`src/rtl/mem_port_arbiter_pkg.sv`:
```
// Shared types and defaults for the memory port arbiter.
// State encoding, grant owner, word width and parameter defaults.
package mem_port_arbiter_pkg;

  localparam int WORD_W        = 32;
  localparam int MEM_LAT_DEF   = 2;
  localparam int MAX_D_RUN_DEF = 4;
  localparam int LAT_W         = 4;

  typedef enum logic [1:0] {
    S_IDLE,
    S_ISSUE,
    S_WAIT,
    S_DONE
  } state_e;

  typedef enum logic {
    GNT_IF = 1'b0,
    GNT_DM = 1'b1
  } gnt_e;

endpackage

```
`src/rtl/mem_port_arbiter.sv`:
```
// Arbitrates fetch and data ports onto one fixed-latency memory.
// Ports: clk/clr, if_* fetch, dm_* data, stall, mem_* memory side.
module mem_port_arbiter
  import mem_port_arbiter_pkg::*;
#(
  parameter int MEM_LAT   = MEM_LAT_DEF,
  parameter int MAX_D_RUN = MAX_D_RUN_DEF
) (
  input  logic              clk,
  input  logic              clr,
  input  logic              if_req,
  input  logic [WORD_W-1:0] if_addr,
  output logic [WORD_W-1:0] if_rdata,
  output logic              if_ready,
  input  logic              dm_req,
  input  logic              dm_we,
  input  logic [WORD_W-1:0] dm_addr,
  input  logic [WORD_W-1:0] dm_wdata,
  output logic [WORD_W-1:0] dm_rdata,
  output logic              dm_ready,
  output logic              stall,
  output logic              mem_en,
  output logic              mem_we,
  output logic [WORD_W-1:0] mem_addr,
  output logic [WORD_W-1:0] mem_wdata,
  input  logic [WORD_W-1:0] mem_rdata
);

  localparam int RUN_W =
    (MAX_D_RUN < 1) ? 1 : $clog2(MAX_D_RUN + 1);
  localparam logic [RUN_W-1:0] RUN_MAX =
    RUN_W'(MAX_D_RUN);
  localparam logic [LAT_W-1:0] LAT_LOAD =
    LAT_W'(MEM_LAT - 1);

  state_e            state_q, state_d;
  gnt_e              gnt_q, gnt_d;
  logic [WORD_W-1:0] addr_q, addr_d;
  logic [WORD_W-1:0] wdata_q, wdata_d;
  logic              we_q, we_d;
  logic [LAT_W-1:0]  lat_q, lat_d;
  logic [RUN_W-1:0]  run_q, run_d;
  logic              if_ready_q, if_ready_d;
  logic              dm_ready_q, dm_ready_d;
  logic [WORD_W-1:0] if_rdata_q, if_rdata_d;
  logic [WORD_W-1:0] dm_rdata_q, dm_rdata_d;
  logic              pick_dm;

  // Data wins contention until the run counter
  // reaches its limit, then fetch is forced in.
  assign pick_dm =
    dm_req & (~if_req | (run_q != RUN_MAX));

  always_comb begin
    state_d    = state_q;
    gnt_d      = gnt_q;
    addr_d     = addr_q;
    wdata_d    = wdata_q;
    we_d       = we_q;
    lat_d      = lat_q;
    run_d      = run_q;
    if_ready_d = 1'b0;
    dm_ready_d = 1'b0;
    if_rdata_d = if_rdata_q;
    dm_rdata_d = dm_rdata_q;
    mem_en     = 1'b0;
    unique case (state_q)
      S_IDLE: begin
        if (if_req | dm_req) begin
          state_d = S_ISSUE;
          if (pick_dm) begin
            gnt_d   = GNT_DM;
            addr_d  = dm_addr;
            we_d    = dm_we;
            wdata_d = dm_wdata;
            if (if_req && run_q != RUN_MAX)
              run_d = run_q + RUN_W'(1);
          end else begin
            gnt_d   = GNT_IF;
            addr_d  = if_addr;
            we_d    = 1'b0;
            wdata_d = '0;
            run_d   = '0;
          end
        end
      end
      S_ISSUE: begin
        mem_en  = 1'b1;
        lat_d   = LAT_LOAD;
        state_d = (MEM_LAT == 1) ? S_DONE : S_WAIT;
      end
      S_WAIT: begin
        lat_d = lat_q - LAT_W'(1);
        if (lat_q == LAT_W'(1))
          state_d = S_DONE;
      end
      S_DONE: begin
        // mem_rdata is valid in this cycle; ready
        // and data appear registered next cycle.
        state_d = S_IDLE;
        if (gnt_q == GNT_DM) begin
          dm_ready_d = 1'b1;
          dm_rdata_d = mem_rdata;
        end else begin
          if_ready_d = 1'b1;
          if_rdata_d = mem_rdata;
        end
      end
      default: state_d = S_IDLE;
    endcase
  end

  always_ff @(posedge clk) begin
    if (clr) begin
      state_q    <= S_IDLE;
      gnt_q      <= GNT_IF;
      addr_q     <= '0;
      wdata_q    <= '0;
      we_q       <= 1'b0;
      lat_q      <= '0;
      run_q      <= '0;
      if_ready_q <= 1'b0;
      dm_ready_q <= 1'b0;
      if_rdata_q <= '0;
      dm_rdata_q <= '0;
    end else begin
      state_q    <= state_d;
      gnt_q      <= gnt_d;
      addr_q     <= addr_d;
      wdata_q    <= wdata_d;
      we_q       <= we_d;
      lat_q      <= lat_d;
      run_q      <= run_d;
      if_ready_q <= if_ready_d;
      dm_ready_q <= dm_ready_d;
      if_rdata_q <= if_rdata_d;
      dm_rdata_q <= dm_rdata_d;
    end
  end

  assign if_ready  = if_ready_q;
  assign dm_ready  = dm_ready_q;
  assign if_rdata  = if_rdata_q;
  assign dm_rdata  = dm_rdata_q;
  assign mem_we    = mem_en & we_q;
  assign mem_addr  = addr_q;
  assign mem_wdata = wdata_q;
  assign stall     = (if_req & ~if_ready_q) |
                     (dm_req & ~dm_ready_q);

endmodule
```
`config.mk`:
```
export PLATFORM = sky130hd
export DESIGN_NAME = mem_port_arbiter
export DESIGN_NICKNAME = d
export VERILOG_FILES = /design/src/rtl/mem_port_arbiter_pkg.sv /design/src/rtl/mem_port_arbiter.sv
export SDC_FILE = /design/constraint.sdc
export NUM_CORES = 1
export LEC_CHECK = 0
export BUFFER_PORTS_ARGS = -buffer_cell sky130_fd_sc_hd__buf_2
export CAP_MARGIN = 15
export CORE_MARGIN = 10
export CORE_UTILIZATION = 41
export CTS_CLUSTER_DIAMETER = 30
export DETAILED_ROUTE_END_ITERATION = 8
export PLACE_DENSITY = 0.76
export REMOVE_ABC_BUFFERS = 1
export SETUP_SLACK_MARGIN = 0.15
export SLEW_MARGIN = 40
export SYNTH_ARGS = -nofsm -noshare
export SYNTH_HDL_FRONTEND = slang
export SYNTH_SLANG_ARGS = --single-unit
```
`constraint.sdc`:
```
create_clock -name clk -period 1.5 [get_ports clk]
set_input_delay 0.075 -clock clk [delete_from_list [all_inputs] [get_ports clk]]
set_output_delay 0.075 -clock clk [all_outputs]
set_load 0.1 [all_outputs]
```
[After elaboration in Yosys (flattened, before gate mapping)]
Cells that the tools add are included.
Word-level totals
  register bits: 141
  bits of input ports: 133
Cells by class
  multiplexer cells: 13
  bitwise logic cells: 12
  $add $sub $neg: 2
  reductions and logical operators: 9
  equal/unequal tests: 8
Operator list (count)
  2-to-1 mux 32 bit: 2
  case mux 2 bit (4 select lines): 1
  case mux 4 bit (2 select lines): 1
  AND reduction 2 bit: 4
  2-to-1 mux 3 bit: 2
  2-to-1 mux 1 bit: 5
  NOT 1 bit: 5
  AND 1 bit: 4
  equality test 2 bit, second input constant: 2
  equality test 4 x 1 -> 1 bit, second input constant: 1
  2-to-1 mux 2 bit: 2
  != test 2 bit, second input constant: 2
  subtractor 4 x 1 -> 4 bit, second input constant: 1
  adder 3 x 1 -> 3 bit, second input constant: 1
  != test 3 bit, second input constant: 1
  bitwise OR 1 bit: 3
  AND reduction 3 bit: 1
  equality test 2 x 1 -> 1 bit, second input constant: 1
  zero test 2 bit: 1
  != test 2 x 1 -> 1 bit, second input constant: 1
  nonzero test 2 bit: 1
  OR reduction 2 bit: 1
  logical AND 1 bit: 1

[Depth between registers and ports, before layout]
Gate-level depths: netlist of run 1.
  depth in word-level cells: 5
  mapped depth: 7
  mapped depth without buffers: 5

[Worst setup path before layout of run 1]
OpenSTA, ideal clock, no wires.
  kind: reg2out
  from: register dm_ready_q (netlist: dm_ready)
  to: output port stall
  setup slack: -0.846 ns
  required time: 1.425 ns
  data arrival time: 2.271 ns
  stages on the path, launching flop included: 2
  cells stage by stage: dfxtp_1 > o22ai_1
Between the ends
  longest elaborated chain between the ends: 3
RTL lines
  from (decl): RTL line mem_port_arbiter.sv:44  | logic dm_ready_q, dm_ready_d;
  from (signal assigned): RTL line mem_port_arbiter.sv:135  | dm_ready_q <= dm_ready_d;
  NOT 1 bit: RTL line mem_port_arbiter.sv:149  | (dm_req & ~dm_ready_q);
  AND 1 bit: RTL line mem_port_arbiter.sv:149
  bitwise OR 1 bit: RTL line mem_port_arbiter.sv:148  | assign stall = (if_req & ~if_ready_q) |
  to (decl): RTL line mem_port_arbiter.sv:21  | output logic stall,
Every way passes these cells.

[Worst setup path in the final report of run 1]
  from: register run_q[0]
  to: register addr_q[27] (netlist: mem_addr[27])
Between the ends
  longest elaborated chain between the ends: 4
RTL lines
  from (decl): RTL line mem_port_arbiter.sv:42  | logic [RUN_W-1:0] run_q, run_d;
  from (signal assigned): RTL line mem_port_arbiter.sv:133  | run_q <= run_d;
  != test 3 bit: RTL line mem_port_arbiter.sv:52  | dm_req & (~if_req | (run_q != RUN_MAX));
  bitwise OR 1 bit: RTL line mem_port_arbiter.sv:52
  AND 1 bit: RTL line mem_port_arbiter.sv:52
  2-to-1 mux 32 bit: RTL line mem_port_arbiter.sv:71  | if (pick_dm) begin
  to (signal assigned): RTL line mem_port_arbiter.sv:129  | addr_q <= addr_d;
  to (decl): RTL line mem_port_arbiter.sv:38  | logic [WORD_W-1:0] addr_q, addr_d;
Every way passes these cells.
A chain may end at the register's enable or synchronous reset.

==> flow_summary_export.csv, run 1 <==
group,metric,value,unit
run_status,status,"complete, but fails checks",
run_status,violations,"negative setup slack",
yosys,yosys.area.top_type,"dfxtp_1",
min_path,holdPathStages,3,
clock_network,htreeDepth,4,
global_route,track_usage,27.3,%
yosys,postSynthCellCount,615,
die,dieWidth,134,um
routing,ant_nets,0,
layout,final_cell_area,10300,sq um
layout,fillers,591,
job,maxCapViolations,0,
sta,fin_skew,0.0114,ns
die,rows,41,
yosys,syn_avg_cell_area,8.65,sq um
pwr,vdd_drop_max,1.14,mV
routing,via_per_inst,6.09,
yosys,synth_edf_count,0,
yosys,synth_top_area_share,53.1,%
sta,final_hold_viol_count,0,
global_route,grt_pass1_wl,39100,um
yosys,yosysMostFrequentCell,"dfxtp_1",
worst_setup_path,timing.rr.end,"mem_addr[27]",
layout,final_util,81.4,%
routing,vias,7399,
worst_setup_path,endpoint,"mem_addr[27]",
pwr,p_per_area,1860,nW/um^2
layout,layout.cells.non_filler,1215,
yosys,ys_warn_count,0,
yosys,synth_cell_types,31,
placement,port_buffers,265,
worst_setup_path,crit_path_max_fanout,5,
sta,hold-worst-slack,0.0153,ns
die,initial_core_util,42.0,%
worst_setup_path,cp-startpoint,"run_q[0]",
sta,worst_pin_slew,0.669,ns
worst_setup_path,worstPathRequired,1.80,ns
routing,drc,0,
yosys,yosys-top-cells-count,"141 x dfxtp_1, 133 x nand2_1, 69 x a21oi_1",
worst_setup_path,startpoint_type,"flip-flop",
sta,period_minus_slack,1.73,ns
yosys,synth_ff_type,"dfxtp_1",
clock_network,cts_made_buffers,17,
clock_network,cts_root_buf,"clkbuf_16",
routing,drt_iter0_drc,960,
worst_setup_path,r2r-start,"run_q[0]",
pwr,power,19.2,mW
placement,place.detailed.instances,1029,
yosys,yosys-top-cells-area,"dfxtp_1 53%, nand2_1 9.4%, a21oi_1 6.5%",
die,core,12700,sq um
placement,gp_congestion,0.767,
sta,rsz0062_at_grt,"true",
sta,tns,-2.23,ns
placement,placed_cell_area,7000,sq um
sta,period_share,115,%
yosys,yosysSeqAreaShare,53.1,%
layout,syn_to_final_growth,94.0,%
yosys,synth_area,5320,sq um
sta,drv_slew,0,
layout,drive_gt1_share,48.0,%
sta,maxSlewHeadroom,55.4,%
worst_setup_path,reg2reg_depth,8,
layout,nets,1169,
routing,routed_wirelength,31300,um
clock_network,cts.clk_slew.worst_paths,0.07,ns
worst_setup_path,path_class,"reg2reg",
min_path,min_from,"if_addr[22]",
global_route,grt_max_degree,51,
placement,pre_cts_slack,-0.0928,ns
pwr,p_leak,4.66,nW
global_route,grt_overflow,0,
die,die-area,17900,sq um
worst_setup_path,end_kind,"flip-flop",
yosys,synthArstFlopShare,0,%
die,die_y,134,um
clock_network,insertion_delay,0.43,ns
clock_network,ctsLongestPathBuffers,2,
clock_network,cts_tree,"yes",
global_route,grt_antenna_before_repair,1,
worst_setup_path,r2r_slack,-0.23,ns
sta,finalSetupViolCount,47,
sta,fmax,578,MHz
routing,dr.pass1.iters,7,
global_route,first_global_vias,7012,
yosys,synth_seq_cells,141,
worst_setup_path,cp.arrival,2.03,ns
routing,wire_per_inst,25.8,um
min_path,min_path_type,"in2reg",
die,ioPinCount,266,
placement,dp_hpwl,13800,um
sta,fin_ws,-0.231,ns
clock_network,cts_num_sinks,141,
placed cells by master, fill, tap and decap left out, types with 3 or more instances in the layout:
master | netlist | routed
buf_2 | 8 | 257
a21oi_1 | 69 | 38
nand3_2 | 0 | 18
o21ai_1 | 0 | 11
nand2_1 | 133 | 99
buf_16 | 0 | 3
inv_2 | 0 | 5
ha_4 | 0 | 6
nand3_1 | 34 | 11
inv_1 | 10 | 5
buf_12 | 0 | 17
bufbuf_16 | 0 | 3
clkbuf_4 | 0 | 3
buf_4 | 0 | 22
nand3_4 | 0 | 5
a21oi_2 | 0 | 31
nor2_1 | 38 | 37
a311oi_2 | 0 | 30
clkbuf_16 | 0 | 23
dfxtp_2 | 0 | 6
o21ai_0 | 36 | 25
dlygate4sd3_1 | 0 | 127
buf_6 | 4 | 9
dfxtp_1 | 141 | 135
bufinv_16 | 0 | 6
nand2_2 | 0 | 8
clkinv_4 | 0 | 3
a22o_1 | 33 | 33
nand2_4 | 0 | 26
worst min path at each step:
stage | end | slack (ns)
after floorplan | dm_rdata[0] | 0.14
after global placement | mem_wdata[14] | 0.29
after detailed placement | mem_wdata[20] | 0.30
after CTS | mem_addr[22] | 0.002
after global routing | mem_addr[22] | 0.02
final | mem_addr[22] | 0.02
repair_timing:
item                       4_1_cts  5_1_grt
gates cloned                     8        6
pin swaps                       24       69
gates resized for setup         51      174
hold buffers                   127        0
hold endpoints to repair       129        0
setup endpoints to repair       78      109
buffers inserted                 6        5
state kept, by name (all words and copies together) (netlist names):
name       count
we_q           1
gnt_q          1
mem_wdata     32
state_q        2
mem_addr      32
lat_q          4
run_q          3
if_rdata      32
dm_rdata      32
dm_ready       1
if_ready       1
critical path: stages (launching register included):
cell	delay, ns
dfxtp_2	0.35
inv_2	0.07
ha_4	0.16
buf_4	0.14
nand3_4	0.12
buf_12	0.15
buf_16	0.13
nand3_2	0.10
a311oi_2	0.40
where the power goes:
| part | internal, mW | total (mW) | switching, mW |
|---|---|---|---|
| combinational | 2.74 | 9.46 | 6.72 |
| clock | 3.18 | 4.94 | 1.76 |
| sequential | 4.36 | 4.81 | 0.459 |
| total | 10.3 | 19.2 | 8.94 |
area by class of cell:
| cell class | instances | area, sq um | area share, % |
|---|---|---|---|
| Tap cell | 172 | 215 | 2.09 |
| Inverter | 10 | 37.5 | 0.364 |
| Sequential cell | 141 | 2830 | 27.4 |
| Timing Repair Buffer | 448 | 3530 | 34.2 |
| Antenna cell | 2 | 5.00 | 0.0485 |
| Clock inverter | 13 | 236 | 2.29 |
| Clock buffer | 19 | 443 | 4.29 |
| Multi-Input combinational cell | 410 | 3020 | 29.3 |
kinds of logic (layout without fill, tap and decap cells):
logic type	Yosys count	count (layout)	share of synthesized area, %
adder cells (fa/ha/maj)	8	8	1.88
AO/OA/AOI/OAI	177	177	21.6
multiplexers	1	1	0.188
other	0	2	0
AND/OR/NAND/NOR	224	224	18.0
buffers and inverters	64	490	5.27
flip-flops	141	141	53.1
metal layers:
| layer | wire (um) | global-route usage (%) | vias up |
|---|---|---|---|
| met3 | 4140 | 9.56 | 213 |
| met5 | 0 | 0 | - |
| met2 | 14200 | 45.0 | 793 |
| li1 | - | - | 2986 |
| met1 | 10400 | 29.6 | 3407 |
| met4 | 2550 | 16.4 | 0 |
No activity file was read; power rests on OpenSTA's default activity.
==> run 2, diff against run 1 <==
- SETUP_SLACK_MARGIN: 0.15 -> 0.2
==> flow_summary_export.csv, run 2 (synthesis results as in run 1) <==
group,metric,value,unit
worst_setup_path,worstPathRequired,1.81,ns
sta,tns,-6.03,ns
sta,drv_slew,0,
pwr,power,19.7,mW
placement,placed_cell_area,7000,sq um
worst_setup_path,end_kind,"flip-flop",
global_route,grt_overflow,0,
routing,vias,7797,
clock_network,cts.clk_slew.worst_paths,0.06,ns
layout,syn_to_final_growth,105,%
routing,dr.pass1.iters,8,
sta,final_hold_viol_count,0,
routing,drc,0,
global_route,grt_max_degree,51,
min_path,holdPathStages,3,
worst_setup_path,crit_path_max_fanout,8,
sta,finalSetupViolCount,71,
clock_network,htreeDepth,4,
clock_network,ctsLongestPathBuffers,2,
routing,routed_wirelength,34900,um
layout,layout_commonest_cell,"buf_2",
pwr,p_per_area,1810,nW/um^2
worst_setup_path,path_class,"reg2reg",
clock_network,cts_num_sinks,141,
sta,fin_skew,0.00938,ns
routing,via_per_inst,6.30,
global_route,first_global_vias,7212,
global_route,grt_antenna_before_repair,3,
layout,final_cell_area,10900,sq um
run_status,status,"complete, but fails checks",
sta,period_minus_slack,1.78,ns
layout,nets,1191,
placement,dp_hpwl,13800,um
sta,fmax,563,MHz
die,rows,41,
placement,place.detailed.instances,1029,
run_status,violations,"negative setup slack",
layout,drive_gt1_share,51.4,%
layout,final_cell_mix,"176 x buf_2, 135 x dfxtp_1, 128 x dlygate4sd3_1",
worst_setup_path,cp.arrival,2.08,ns
worst_setup_path,reg2reg_depth,7,
pwr,vdd_drop_max,1.14,mV
placement,gp_congestion,0.767,
global_route,track_usage,28.4,%
layout,layout.cells.non_filler,1238,
job,maxCapViolations,0,
die,core,12700,sq um
placement,port_buffers,265,
die,die_y,134,um
worst_setup_path,startpoint_type,"flip-flop",
clock_network,insertion_delay,0.43,ns
routing,drt_iter0_drc,1133,
routing,ant_nets,0,
clock_network,cts_root_buf,"clkbuf_16",
clock_network,cts_made_buffers,17,
pwr,p_leak,4.84,nW
sta,rsz0062_at_grt,"true",
sta,fin_ws,-0.277,ns
die,initial_core_util,42.0,%
die,dieWidth,134,um
routing,wire_per_inst,28.2,um
global_route,grt_pass1_wl,40700,um
min_path,min_path_type,"in2reg",
clock_network,cts_tree,"yes",
sta,worst_pin_slew,0.750,ns
die,die-area,17900,sq um
die,ioPinCount,266,
sta,period_share,118,%
sta,maxSlewHeadroom,50.0,%
## run 2: changes by cell type in the layout (fill, tap and decap cells not counted), sizes merged
cell | before | now
bufbuf | 3 | 1
diode | 2 | 3
clkbuf | 28 | 100
dlygate4sd3 | 127 | 128
buf | 309 | 260
## run 2: per-stage QoR
| stage | util (%) | setup slack, ns | hold slack [ns] |
|---|---|---|---|
| after global placement | 55.3 | -0.00429 | 0.290 |
| after CTS | 75.7 | -0.0356 | 0.00172 |
| after global routing | 86.1 | -0.300 | 0.0393 |
| after detailed placement | 55.3 | -0.0928 | 0.296 |
| final | 86.1 | -0.277 | 0.0139 |
| after floorplan | - | -1.47 | 0.144 |
## run 2: area by class of cell
cell class                      count  area (sq um)
Timing Repair Buffer              470          4030
Multi-Input combinational cell    410          3110
Sequential cell                   141          2830
Fill cell                         490          1760
Clock buffer                       19           443
Clock inverter                     13           236
Tap cell                          172           215
Inverter                           10          37.5
Antenna cell                        3          7.51
## run 2: critical path, cell delays in order (launching register included)
cell and delay [ns]:
dfxtp_2 0.33, inv_2 0.09, ha_4 0.15, and3_4 0.23
buf_4 0.16, buf_6 0.15, o21ai_0 0.15, a311oi_1 0.39
## run 2: worst paths after layout
check,slack (ns),endpoint,start
max reg2reg,-0.28,mem_addr[24],run_q[0]
min reg2reg,0.45,if_rdata[1],if_rdata[1]
min,0.01,mem_addr[22],if_addr[22]
max,-0.28,mem_addr[24],run_q[0]
## run 2: what timing repair did
action	4_1_cts	5_1_grt
endpoints found under the setup margin	148	192
hold buffers	127	1
gates resized for setup	81	277
pin swaps	30	119
cloned	10	10
endpoints found under the hold margin	129	1
buffers inserted	10	16
## run 2: power breakdown
part / leakage, nW / total [mW] / internal [mW] / switching, mW
clock network: 0.328 / 5.00 / 3.18 / 1.82
logic: 3.36 / 9.89 / 3.01 / 6.88
registers: 1.15 / 4.86 / 4.36 / 0.508
total: 4.84 / 19.7 / 10.5 / 9.21
## run 2: routing by layer
metal	up-vias	global-route usage (%)	share of wire, %	routed length [um]
met5	-	0	0	0
met4	0	17.1	7.8	2720
met3	257	10.4	13	4580
met2	906	46.8	46	16000
met1	3598	30.6	33	11600
li1	3036	-	-	-
==> run 3, diff against run 2 <==
- BUFFER_PORTS_ARGS: -buffer_cell sky130_fd_sc_hd__buf_2 -> -buffer_cell sky130_fd_sc_hd__buf_4
- REMOVE_ABC_BUFFERS: 1 -> not set
==> flow_summary_export.csv, run 3 (synthesis results as in run 1) <==
group,metric,value,unit
run_status,status,"complete, but fails checks",
run_status,violations,"negative setup slack",
worst_setup_path,end_kind,"flip-flop",
clock_network,cts_num_sinks,141,
sta,drv_slew,0,
sta,rsz0062_at_grt,"true",
routing,routed_wirelength,34300,um
worst_setup_path,reg2reg_depth,7,
sta,fin_skew,0.0141,ns
worst_setup_path,path_class,"reg2reg",
layout,nets,1188,
pwr,clkPwrFrac,22.7,%
sta,period_share,113,%
clock_network,htreeDepth,4,
global_route,grt_antenna_before_repair,3,
pwr,p_per_area,1630,nW/um^2
sta,finalSetupViolCount,66,
worst_setup_path,crit_path_max_fanout,11,
placement,pre_cts_slack,-0.0116,ns
min_path,min_path_type,"in2reg",
global_route,grt_max_degree,57,
layout,fillers,398,
sta,final_hold_viol_count,0,
sta,worst_pin_slew,0.527,ns
layout,final_cell_area,11700,sq um
routing,dr.pass1.iters,7,
clock_network,cts.clk_slew.worst_paths,0.06,ns
placement,port_buffers,265,
placement,place.detailed.instances,1022,
job,maxCapViolations,0,
global_route,grt_overflow,0,
die,rows,41,
die,initial_core_util,42.0,%
clock_network,ctsLongestPathBuffers,2,
clock_network,cts_root_buf,"clkbuf_16",
placement,placed_cell_area,7690,sq um
pwr,p_leak,5.15,nW
routing,via_per_inst,6.00,
global_route,grt_pass1_wl,39900,um
pwr,comb_power_share,51.5,%
die,ioPinCount,266,
die,die_y,134,um
sta,maxSlewHeadroom,64.9,%
sta,period_minus_slack,1.70,ns
placement,dp_hpwl,13900,um
routing,ant_nets,0,
pwr,power.internal,10.1,mW
sta,hold-worst-slack,0.0616,ns
die,dieWidth,134,um
pwr,p_seq_share,25.8,%
pwr,vdd_drop_max,0.976,mV
yosys,syn-num-nets,756,
clock_network,cts_made_buffers,17,
worst_setup_path,cp.arrival,2.00,ns
global_route,first_global_vias,6895,
layout,layout.cells.non_filler,1233,
pwr,p_sw_share,46.9,%
layout,drive_gt1_share,59.0,%
sta,fmax,588,MHz
pwr,power,19.1,mW
min_path,holdPathEnd,"gnt_q",
routing,vias,7403,
clock_network,cts_tree,"yes",
worst_setup_path,r2r_slack,-0.20,ns
layout,syn_to_final_growth,120,%
die,core,12700,sq um
sta,fin_ws,-0.202,ns
routing,drc,0,
pwr,p_sw,8.96,mW
global_route,track_usage,27.8,%
die,die-area,17900,sq um
worst_setup_path,worstPathRequired,1.80,ns
worst_setup_path,r2r-start,"run_q[0]",
placement,gp_congestion,0.780,
min_path,min_from,"dm_req",
worst_setup_path,startpoint_type,"flip-flop",
clock_network,insertion_delay,0.43,ns
routing,drt_iter0_drc,867,
min_path,holdPathStages,3,
layout,layout_commonest_cell,"buf_4",
worst_setup_path,timing.rr.end,"mem_addr[21]",
sta,tns,-5.82,ns
routing,wire_per_inst,27.8,um
layout,final_util,92.3,%
layout,final_cell_mix,"280 x buf_4, 132 x dlygate4sd3_1, 103 x dfxtp_1",
-- run 3: layout make-up --
cell class,count,area (sq um),share of cell area (%)
antenna,4,10.0,0.0856
clock buffer,23,498,4.26
clock inverter,6,85.1,0.727
inverter,10,42.5,0.364
multi-input combinational,410,3500,29.9
sequential,141,2870,24.6
tap,172,215,1.84
timing repair buffer,467,4470,38.2
-- run 3: timing repair --
item | in CTS | in global routing
gates resized for setup | 51 | 313
hold buffers | 132 | 0
buffers inserted | 11 | 15
endpoints found under the setup margin | 83 | 139
pin swaps | 27 | 150
endpoints found under the hold margin | 135 | 0
gates cloned | 11 | 9
-- run 3: worst max path at each step --
| stage | start | end | slack (ns) | cells past startpoint |
|---|---|---|---|---|
| 2_1_floorplan | run_q[0] | mem_wdata[0] | -0.06 | 7 |
| 3_3_place_gp | run_q[1] | mem_wdata[26] | 0.01 | 6 |
| 3_5_place_dp | run_q[1] | mem_wdata[29] | -0.01 | 6 |
| 4_1_cts | run_q[0] | mem_wdata[19] | 0.01 | 7 |
| 5_1_grt | run_q[0] | mem_addr[21] | -0.21 | 7 |
| 6_report | run_q[0] | mem_addr[21] | -0.20 | 7 |
-- run 3: metal layers --
| metal | vias up | wire length (um) | global-route usage, % | share of wire, % |
|---|---|---|---|---|
| met5 | - | 0 | 0 | 0 |
| met2 | 722 | 16800 | 46.9 | 49 |
| met1 | 3471 | 11400 | 29.8 | 33 |
| met3 | 183 | 3940 | 10.6 | 11 |
| met4 | 0 | 2200 | 14.3 | 6.4 |
| li1 | 3027 | - | - | - |
-- run 3: power by group through the flow --
stage	combinational (mW)	sequential, mW	clock (mW)
2_1_floorplan	1.96	8.50	0
3_3_place_gp	7.28	4.81	0
3_5_place_dp	7.32	4.82	0
4_1_cts	8.26	4.75	4.22
5_1_grt	10.1	4.96	4.47
6_report	9.84	4.94	4.33
-- run 3: critical path: stages, from the launching register on --
cell	delay, ns
dfxtp_2	0.35
inv_2	0.06
ha_4	0.16
buf_6	0.12
nand3_4	0.20
buf_16	0.19
nand3_1	0.10
a311oi_1	0.38
